File: src/rtl/svn_pkg.sv
// Shared types and constants for the 7-segment scan path.
package svn_pkg;

    localparam logic [7:0] AN_OFF   = 8'hFF;
    localparam int         N_DIGITS = 8;
    localparam int         NIB_W    = 4;

    // One displayable frame: nibbles, decimal points and per-digit enables.
    typedef struct packed {
        logic [N_DIGITS*NIB_W-1:0] data;
        logic [N_DIGITS-1:0]       dp_mask;
        logic [N_DIGITS-1:0]       en_mask;
    } frame_t;

    // Leading-zero blanking mask: digit i>0 is blanked when every enabled
    // digit from i upward carries a zero nibble and no DP. Digit 0 never blanks.
    function automatic logic [N_DIGITS-1:0] lzb_mask(input frame_t f);
        logic [N_DIGITS-1:0] m;
        logic                zero_above;
        m          = '0;
        zero_above = 1'b1;
        for (int unsigned i = N_DIGITS - 1; i >= 1; i--) begin
            if (f.en_mask[i] && ((f.data[i*NIB_W +: NIB_W] != '0) || f.dp_mask[i]))
                zero_above = 1'b0;
            m[i] = zero_above;
        end
        return m;
    endfunction

endpackage

File: src/rtl/svn_tick_gen.sv
// Digit-slot timebase: free-running counter 0..TICK_DIV-1 with terminal-count flag.
module svn_tick_gen #(
    parameter int unsigned  TICK_DIV = 100000,
    localparam int unsigned CW       = (TICK_DIV > 1) ? $clog2(TICK_DIV) : 1
) (
    input  logic          clk,
    input  logic          rst_n,
    output logic [CW-1:0] slot_cnt,
    output logic          tc
);

    logic [CW-1:0] r_cnt;

    assign slot_cnt = r_cnt;
    assign tc       = (r_cnt == CW'(TICK_DIV - 1));

    // Slot counter with explicit wrap at terminal count.
    always_ff @(posedge clk) begin
        if (!rst_n)
            r_cnt <= '0;
        else if (tc)
            r_cnt <= '0;
        else
            r_cnt <= r_cnt + 1'b1;
    end

endmodule

File: src/rtl/svn_scan_mux.sv
// Time-multiplexed 8-digit scan controller with double-buffered frame,
// blank window per slot and optional leading-zero blanking.
module svn_scan_mux
    import svn_pkg::*;
#(
    parameter int unsigned TICK_DIV  = 100000,
    parameter int unsigned BLANK_CYC = 64,
    parameter bit          LZB       = 1'b0
) (
    input  logic                      clk,
    input  logic                      rst_n,
    input  logic [N_DIGITS*NIB_W-1:0] data,
    input  logic [N_DIGITS-1:0]       dp_mask,
    input  logic [N_DIGITS-1:0]       en_mask,
    input  logic                      load,
    output logic [NIB_W-1:0]          digit,
    output logic                      dp_out,
    output logic [7:0]                AN,
    output logic                      frame_done
);

    localparam int unsigned CW    = (TICK_DIV > 1) ? $clog2(TICK_DIV) : 1;
    localparam int unsigned IDX_W = $clog2(N_DIGITS);

    logic [CW-1:0]       w_cnt;
    logic                w_tc;
    logic [CW-1:0]       w_cnt_nxt;
    logic                w_last;
    logic [IDX_W-1:0]    w_idx_nxt;
    logic                w_commit;
    frame_t              w_act_nxt;
    logic [N_DIGITS-1:0] w_lzb;
    logic                w_shown;
    logic [7:0]          w_an_nxt;

    logic [IDX_W-1:0]    r_idx;
    frame_t              r_active;
    frame_t              r_shadow;
    logic                r_pending;
    logic [NIB_W-1:0]    r_digit;
    logic                r_dp;
    logic [7:0]          r_an;
    logic                r_fdone;

    svn_tick_gen #(
        .TICK_DIV (TICK_DIV)
    ) u_tick (
        .clk      (clk),
        .rst_n    (rst_n),
        .slot_cnt (w_cnt),
        .tc       (w_tc)
    );

    // Outputs are registered, so everything is computed for the state that
    // becomes current after this edge: next slot cycle, next index and the
    // frame that will be active (shadow if a boundary commit happens now).
    always_comb begin
        w_cnt_nxt = w_tc ? '0 : w_cnt + 1'b1;
        w_last    = (r_idx == IDX_W'(N_DIGITS - 1));
        w_idx_nxt = r_idx;
        if (w_tc)
            w_idx_nxt = w_last ? '0 : r_idx + 1'b1;
        w_commit  = w_tc && w_last && r_pending;
        w_act_nxt = w_commit ? r_shadow : r_active;
        w_lzb     = LZB ? lzb_mask(w_act_nxt) : '0;
        w_shown   = w_act_nxt.en_mask[w_idx_nxt] && !w_lzb[w_idx_nxt];
        w_an_nxt  = AN_OFF;
        if (w_cnt_nxt >= CW'(BLANK_CYC) && w_shown)
            w_an_nxt = ~(8'(1) << w_idx_nxt);
    end

    // Scan index, double buffer and registered display outputs.
    always_ff @(posedge clk) begin
        if (!rst_n) begin
            r_idx     <= '0;
            r_active  <= '0;
            r_shadow  <= '0;
            r_pending <= 1'b0;
            r_digit   <= '0;
            r_dp      <= 1'b0;
            r_an      <= AN_OFF;
            r_fdone   <= 1'b0;
        end else begin
            r_idx    <= w_idx_nxt;
            r_active <= w_act_nxt;
            r_an     <= w_an_nxt;
            r_fdone  <= w_tc && w_last;
            if (w_tc) begin
                r_digit <= w_act_nxt.data[w_idx_nxt*NIB_W +: NIB_W];
                r_dp    <= w_act_nxt.dp_mask[w_idx_nxt];
            end
            // A load in the boundary cycle wins over the commit clearing pending.
            if (load) begin
                r_shadow  <= '{data: data, dp_mask: dp_mask, en_mask: en_mask};
                r_pending <= 1'b1;
            end else if (w_commit) begin
                r_pending <= 1'b0;
            end
        end
    end

    assign digit      = r_digit;
    assign dp_out     = r_dp;
    assign AN         = r_an;
    assign frame_done = r_fdone;

endmodule

File: config.mk
export PLATFORM = sky130hd
export DESIGN_NAME = svn_scan_mux
export DESIGN_NICKNAME = d
export VERILOG_FILES = /design/src/rtl/svn_pkg.sv /design/src/rtl/svn_tick_gen.sv /design/src/rtl/svn_scan_mux.sv
export SDC_FILE = /design/constraint.sdc
export NUM_CORES = 1
export LEC_CHECK = 0
export CAP_MARGIN = 10
export CORE_MARGIN = 2
export CORE_UTILIZATION = 58
export CTS_BUF_LIST = sky130_fd_sc_hd__clkbuf_4 sky130_fd_sc_hd__clkbuf_8
export CTS_CLUSTER_SIZE = 25
export DETAILED_ROUTE_END_ITERATION = 8
export GPL_TIMING_DRIVEN = 1
export PLACE_DENSITY = 0.85
export SLEW_MARGIN = 20
export SYNTH_ARGS = -nofsm -noshare
export SYNTH_HDL_FRONTEND = slang
export SYNTH_SLANG_ARGS = --single-unit
export TNS_END_PERCENT = 20
File: constraint.sdc
create_clock -name clk -period 3.1 [get_ports clk]
set_input_delay 0.93 -clock clk [delete_from_list [all_inputs] [get_ports clk]]
set_output_delay 0.93 -clock clk [all_outputs]
set_load 0.01 [all_outputs]
; ---- Word-level counts from Yosys, hierarchy flattened
; Memories as Yosys holds them, arrays and structs flattened.
; Cells that the tools add are included.
; Widths: inputs -> output; s select.
[classes]
addsub = 2
n_lt_le_gt_ge = 2
n_eq_ne = 2
shifts = 2
n_mux = 11
bitwise = 1
n_reduce_logical = 7
[ops]
columns = op, n
row1 = $mux 48, 1
row2 = $shiftx 32x6->4, 1
row3 = $add 17x1->17 const B, 1
row4 = $eq 17x17->1 const B, 1
row5 = $ge 17x7->1 const B, 1
row6 = $mux 17, 1
row7 = $not 8->8, 1
row8 = $shl 1x3->8 const A, 1
row9 = $bmux 1 s3, 2
row10 = $mux 3, 2
row11 = $mux 1, 5
row12 = $logic_and 1x1->1, 4
row13 = $lt 3x4->1 const B, 1
row14 = $add 3x1->3 const B, 1
row15 = $eq 3x3->1 const B, 1
row16 = $reduce_and 2->1, 1
row17 = $reduce_bool 2->1, 1
row18 = $logic_not 1->1, 1
[totals]
reg_bits = 131
rom_bits = 8
in_bits = 51
out_inout_bits = 14
mem_count = 1
[memory_table]
columns = name, depth, word_bits, rd, rd_clocked_by_memory_dff, wr, line
row1 = (name not given), 8, 1, 1, 0, 0, svn_scan_mux.sv:66  ; w_shown = w_act_nxt.en_mask[w_idx_nxt] && !w_lzb[w_idx_nxt];

; ---- Depth between registers and ports, before layout
[depth]
word_depth = 9
depth_mapped = 11
depth_no_buf = 9

; ---- Cells and area by module
; A second synthesis with hierarchy kept.
[unflattened]
cells_unflattened = 558
hier_area_um2 = 5581.6
[modules_own_cells]
columns = module, n_inst, cells_each, area_each_um2, seq_area_each_um2
row1 = svn_scan_mux, 1, 471, 4793.3, 2282.2
row2 = svn_tick_gen, 1, 87, 788.3, 340.3

; ---- Worst setup path before layout
; No wires, ideal clock.
[synth_timing]
kind = reg2reg
from = reg u_tick.r_cnt[15] (netlist: u_tick.slot_cnt[15])
to = reg r_digit[0] (netlist: digit[0])
arrival_ns = 2.388
slack_ns = 0.584
path_stages_with_launch = 9
path_cell_list = dfxtp_1 -> nand4_1 -> or4b_4 -> nor3_4 -> buf_4 -> mux2i_1 -> nor2_1 -> a2111oi_1 -> o41ai_2
[synth_between]
elab_chain_cells = 5
word_cells_on_any_way = 6
classes_between = eq/ne: 1 / shift: 1 / mux: 2 / reduce/logical: 2
[synth_rtl]
columns = element, line
row1 = start: declaration, svn_tick_gen.sv:12  ; logic [CW-1:0] r_cnt;
row2 = start signal: assignment, svn_tick_gen.sv:24  ; r_cnt <= r_cnt + 1'b1;
row3 = $eq 17x17->1 (*), svn_tick_gen.sv:15  ; assign tc = (r_cnt == CW'(TICK_DIV - 1));
row4 = $logic_and 1x1->1 (2 in a row), svn_scan_mux.sv:63  ; w_commit = w_tc && w_last && r_pending;
row5 = $mux 48, svn_scan_mux.sv:64  ; w_act_nxt = w_commit ? r_shadow : r_active;
row6 = $shiftx 32x6->4, svn_scan_mux.sv:89  ; r_digit <= w_act_nxt.data[w_idx_nxt*NIB_W +: NIB_W];
row7 = end signal: assignment, svn_scan_mux.sv:89
row8 = end: declaration, svn_scan_mux.sv:40  ; logic [NIB_W-1:0] r_digit;
; Every way passes the cells marked *; elsewhere a longest branch is shown, timed or not.
; A chain may end at the register's enable or synchronous reset.

; ---- Worst setup path in the final report
; Same ends and word-level chain as after synthesis.

==> parameters.txt <==
Parameter                              Value

Outcome
  Run status ... finished, final reports clean

Clock network
  Later-pin clock latency in the skew report ... 0.42 ns
  Worst-case clock buffer depth ... 2
  H-tree levels ... 4
  TritonCTS clock tree ... yes
  Buffer type at the clock tree root ... clkbuf_8
  Resize count post-CTS ... 0
  Sink Count ... roughly 130
  Number of buffers inserted to repair setup after CTS ... 0
  Post-CTS Hold Fix Bufs ... 0
  Clock-pin slew on the worst setup and hold paths ... roughly 0.08 ns
  CTS Buf Count ... 17

Cells and area
  Share of layout cells above drive strength 1 ... ~10%
  Most frequent cells in the layout ... dfxtp_1 (131), nor2_1 (112), mux2i_1 (77)
  Layout area overhead ... 20.96%
  Fin nets ... between 700 and 800
  N_diodes ... 0
  Leading cell type in the layout, fill and taps excluded ... dfxtp_1
  Final instance count without filler cells ... 822

Die
  Number of core rows ... 35
  Number of placed I/O pins ... 65
  Vert. Die Dim ... 102.1 um
  Die Width ... between 100 and 150 um
  Starting density of the core ... between 60% and 70%
  Core Footprint ... around 9300 um^2
  Total Die Area ... about 10000 um^2

Placement
  Routability-driven placement congestion ratio ... ~0.93
  Port Buffers ... 64
  Placed cells ... 790
  HPWL after DPL ... 9843 um

Yosys
  Prevailing post-synth register cell ... dfxtp_1
  Share of flip-flops with an asynchronous set or reset ... 0%
  Share of the synthesized area in the top cell type ... between 40% and 50%
  Count of mapped cells out of synthesis ... between 600 and 700
  Sequential share of the synthesized area ... around 47%
  EDFF count, synth ... 0
  Synthesized area per cell ... about 9 um^2
  Largest area contributor in the synthesized netlist ... dfxtp_1
  Total standard cell area after synthesis ... approximately 5600 um^2
  Count of warnings emitted by yosys ... 0
  Count of cell types in the netlist ... between 60 and 70
  Yosys reg bits ... about 130
  Syn_nets ... 675
  Cell types with the largest area share after synthesis ... dfxtp_1 (47%), mux2i_1 (14%), nor2_1 (7.5%)

Worst setup path
  Critical-path cell list ... nand4_1, or4b_4, nor3_4, buf_4, mux2i_1, o22ai_1, a2111oi_1, o41ai_2
  Peak fanout along the critical path ... 6
  Kind of critical path ... register to register
  Path depth of the worst reg2reg path ... 8
  Sort of element at the start of the critical path ... register
  Max stage delay cell, worst path ... or4b_4
  Register-to-register path setup slack ... about 0.33 ns
  Start of the worst register-to-register path ... u_tick.slot_cnt[15]$_SDFF_PN0_
  Crit Reg-Reg Endpoint ... digit[0]$_SDFFE_PN0N_
  Category of the worst setup path capture point ... register
  Kind of cell adding the most delay to the critical path ... simple AND/OR/NAND/NOR gates
  Slowest cell delay on critical path ... ~0.62 ns
  Arrival time of data at the critical path endpoint ... between 3 and 4 ns
  Data required time at the worst endpoint ... 3.39 ns
  Total buffers and inverters traversed by the critical path ... 1

Timing
  Slew at the pin closest to its max-slew limit ... ~0.7 ns
  Post-route setup TNS ... 0 ns
  Fmax ... roughly 360 MHz
  Number of setup violations in the final report ... 0
  Max transition margin ... a little over half
  Count of final hold-check violations ... 0
  RSZ-0062 raised after global routing ... no
  Clock period minus final worst setup slack ... about 2.8 ns
  Final max-slew violation count ... 0
  Final clock period utilization by the worst path ... 89.37%
  Max Clock Skew ... between 0.015 and 0.02 ns

Global route
  Largest net degree at the start of global routing ... between 40 and 50
  Total global-route track usage ... 27.90%
  Overflow left after global routing ... 0
  Initial antenna violation count ... 0
  Global-route wire length before repair ... 22560 um
  Vias in the first global route ... around 4600

Pwr
  Leakage Power ... 2.586 nW
  Peak ir drop on the vdd network ... around 0.00030 V
  Power per Cell Area ... just under 500 nW/um^2

Route
  Avg Vias per Cell ... a little under 6
  Total wire length after detailed routing ... 13740 um
  Average wire per standard cell ... around 17 um
  Number of DRC markers in iteration 0 ... about 330
  First drt pass iteration count ... 8
  Overall via count from detail_route ... 4738
  Drc violations ... 0
  Post-route antenna net violation count ... 0

Min path
  Worst hold path stage count ... 2
  HP Start ... r_active[10]$_SDFF_PN0_
  End of the worst hold path ... r_active[10]$_SDFF_PN0_
  Min-Delay Path Class ... register to register

Flow run
  Max-Cap Viols ... 0
how the worst max path moves through the flow:
stage               slack (ns)  cells after the start                    end                      startpoint
detailed placement        0.36                      8  digit[0]$_SDFFE_PN0N_  u_tick.slot_cnt[15]$_SDFF_PN0_
floorplan                 0.58                      8  digit[0]$_SDFFE_PN0N_  u_tick.slot_cnt[15]$_SDFF_PN0_
global placement          0.37                      5       AN[4]$_SDFF_PN1_                           rst_n
finish                    0.33                      8  digit[0]$_SDFFE_PN0N_  u_tick.slot_cnt[15]$_SDFF_PN0_
CTS                       0.34                      8  digit[0]$_SDFFE_PN0N_  u_tick.slot_cnt[15]$_SDFF_PN0_
global route              0.15                      9  digit[0]$_SDFFE_PN0N_             r_idx[1]$_SDFF_PN0_
layout make-up:
cell class,instances,area (um^2)
clock buffer,19,255.2
clock inverter,13,123.9
fill,760,2532
inverter,4,15.01
multi-input combinational,444,2765
sequential,131,2623
tap,129,161.4
timing repair buffer,82,808.3
cells by family after synthesis:
kind of cell	after synthesis	share of synthesized area [%]
simple gates	260	21.32
flops	131	46.99
mux	84	15.27
compound gates	81	9.774
buf+inv	46	3.474
xor+xnor	16	2.511
fa+ha+maj	3	0.6726
per-stage QoR:
stage	hold slack (ns)	util [%]	instance area [um^2]	total power, mW	setup WS, ns
after detailed placement	0.4431	68.64	6372	1.979	0.3629
after CTS	0.4540	72.72	6751	3.321	0.3364
final	0.4540	72.72	6751	3.304	0.3295
after floorplan	0.4274	-	5582	1.878	0.5836
after global placement	0.4372	68.64	6372	1.969	0.3704
after global routing	0.4732	72.72	6751	3.420	0.1460
cell usage after synthesis (all sizes together) (2+ instances only):
master / number
a2111oi: 4
nor4: 8
inv: 3
nand3: 16
nand4: 7
o22a: 2
nor3: 9
nand2: 72
a211oi: 2
ha: 3
dfxtp: 131
o211ai: 2
nor2b: 2
o31a: 2
o41ai: 3
a21o: 2
and3: 9
or2: 3
nand3b: 2
or3b: 2
and4: 2
nor4b: 3
mux2: 6
a31oi: 6
mux2i: 78
a21oi: 33
nor2: 112
clkbuf: 28
o21ai: 6
and2: 4
xor2: 8
a21boi: 2
a221oi: 2
xnor2: 8
nand2b: 4
buf: 14
o22ai: 9
layer usage:
metal | wire (um) | track usage [%] | vias up | part of all wire [%]
met4 | 267 | 10.05 | 0 | 1.9
met2 | 6769 | 46.56 | 162 | 49
met3 | 708 | 4.993 | 27 | 5.2
met1 | 5999 | 36.47 | 2266 | 44
met5 | 0 | 0 | - | 0
li1 | - | - | 2283 | -
worst min-delay path: cells and delay by family (launching register included):
family             cells  cell delay [ns]
DFF                    1             0.31
and+or+nand+nor        1             0.05
AOI/OAI and AO/OA      1             0.05
state kept, by name (all words and copies together), names as in the netlist, 3 cells and up:
| register | cells |
|---|---|
| digit | 4 |
| AN | 8 |
| r_idx | 3 |
| r_active | 48 |
| u_tick.slot_cnt | 17 |
| r_shadow | 48 |
power breakdown:
part | internal, mW | total, mW | switching, mW
Combinational | 0.105 | 0.185 | 0.0800
Clock | 0.678 | 1.36 | 0.687
Sequential | 1.72 | 1.75 | 0.0308
Total | 2.51 | 3.30 | 0.798
Note: power is estimated with default switching activity, not from simulation.
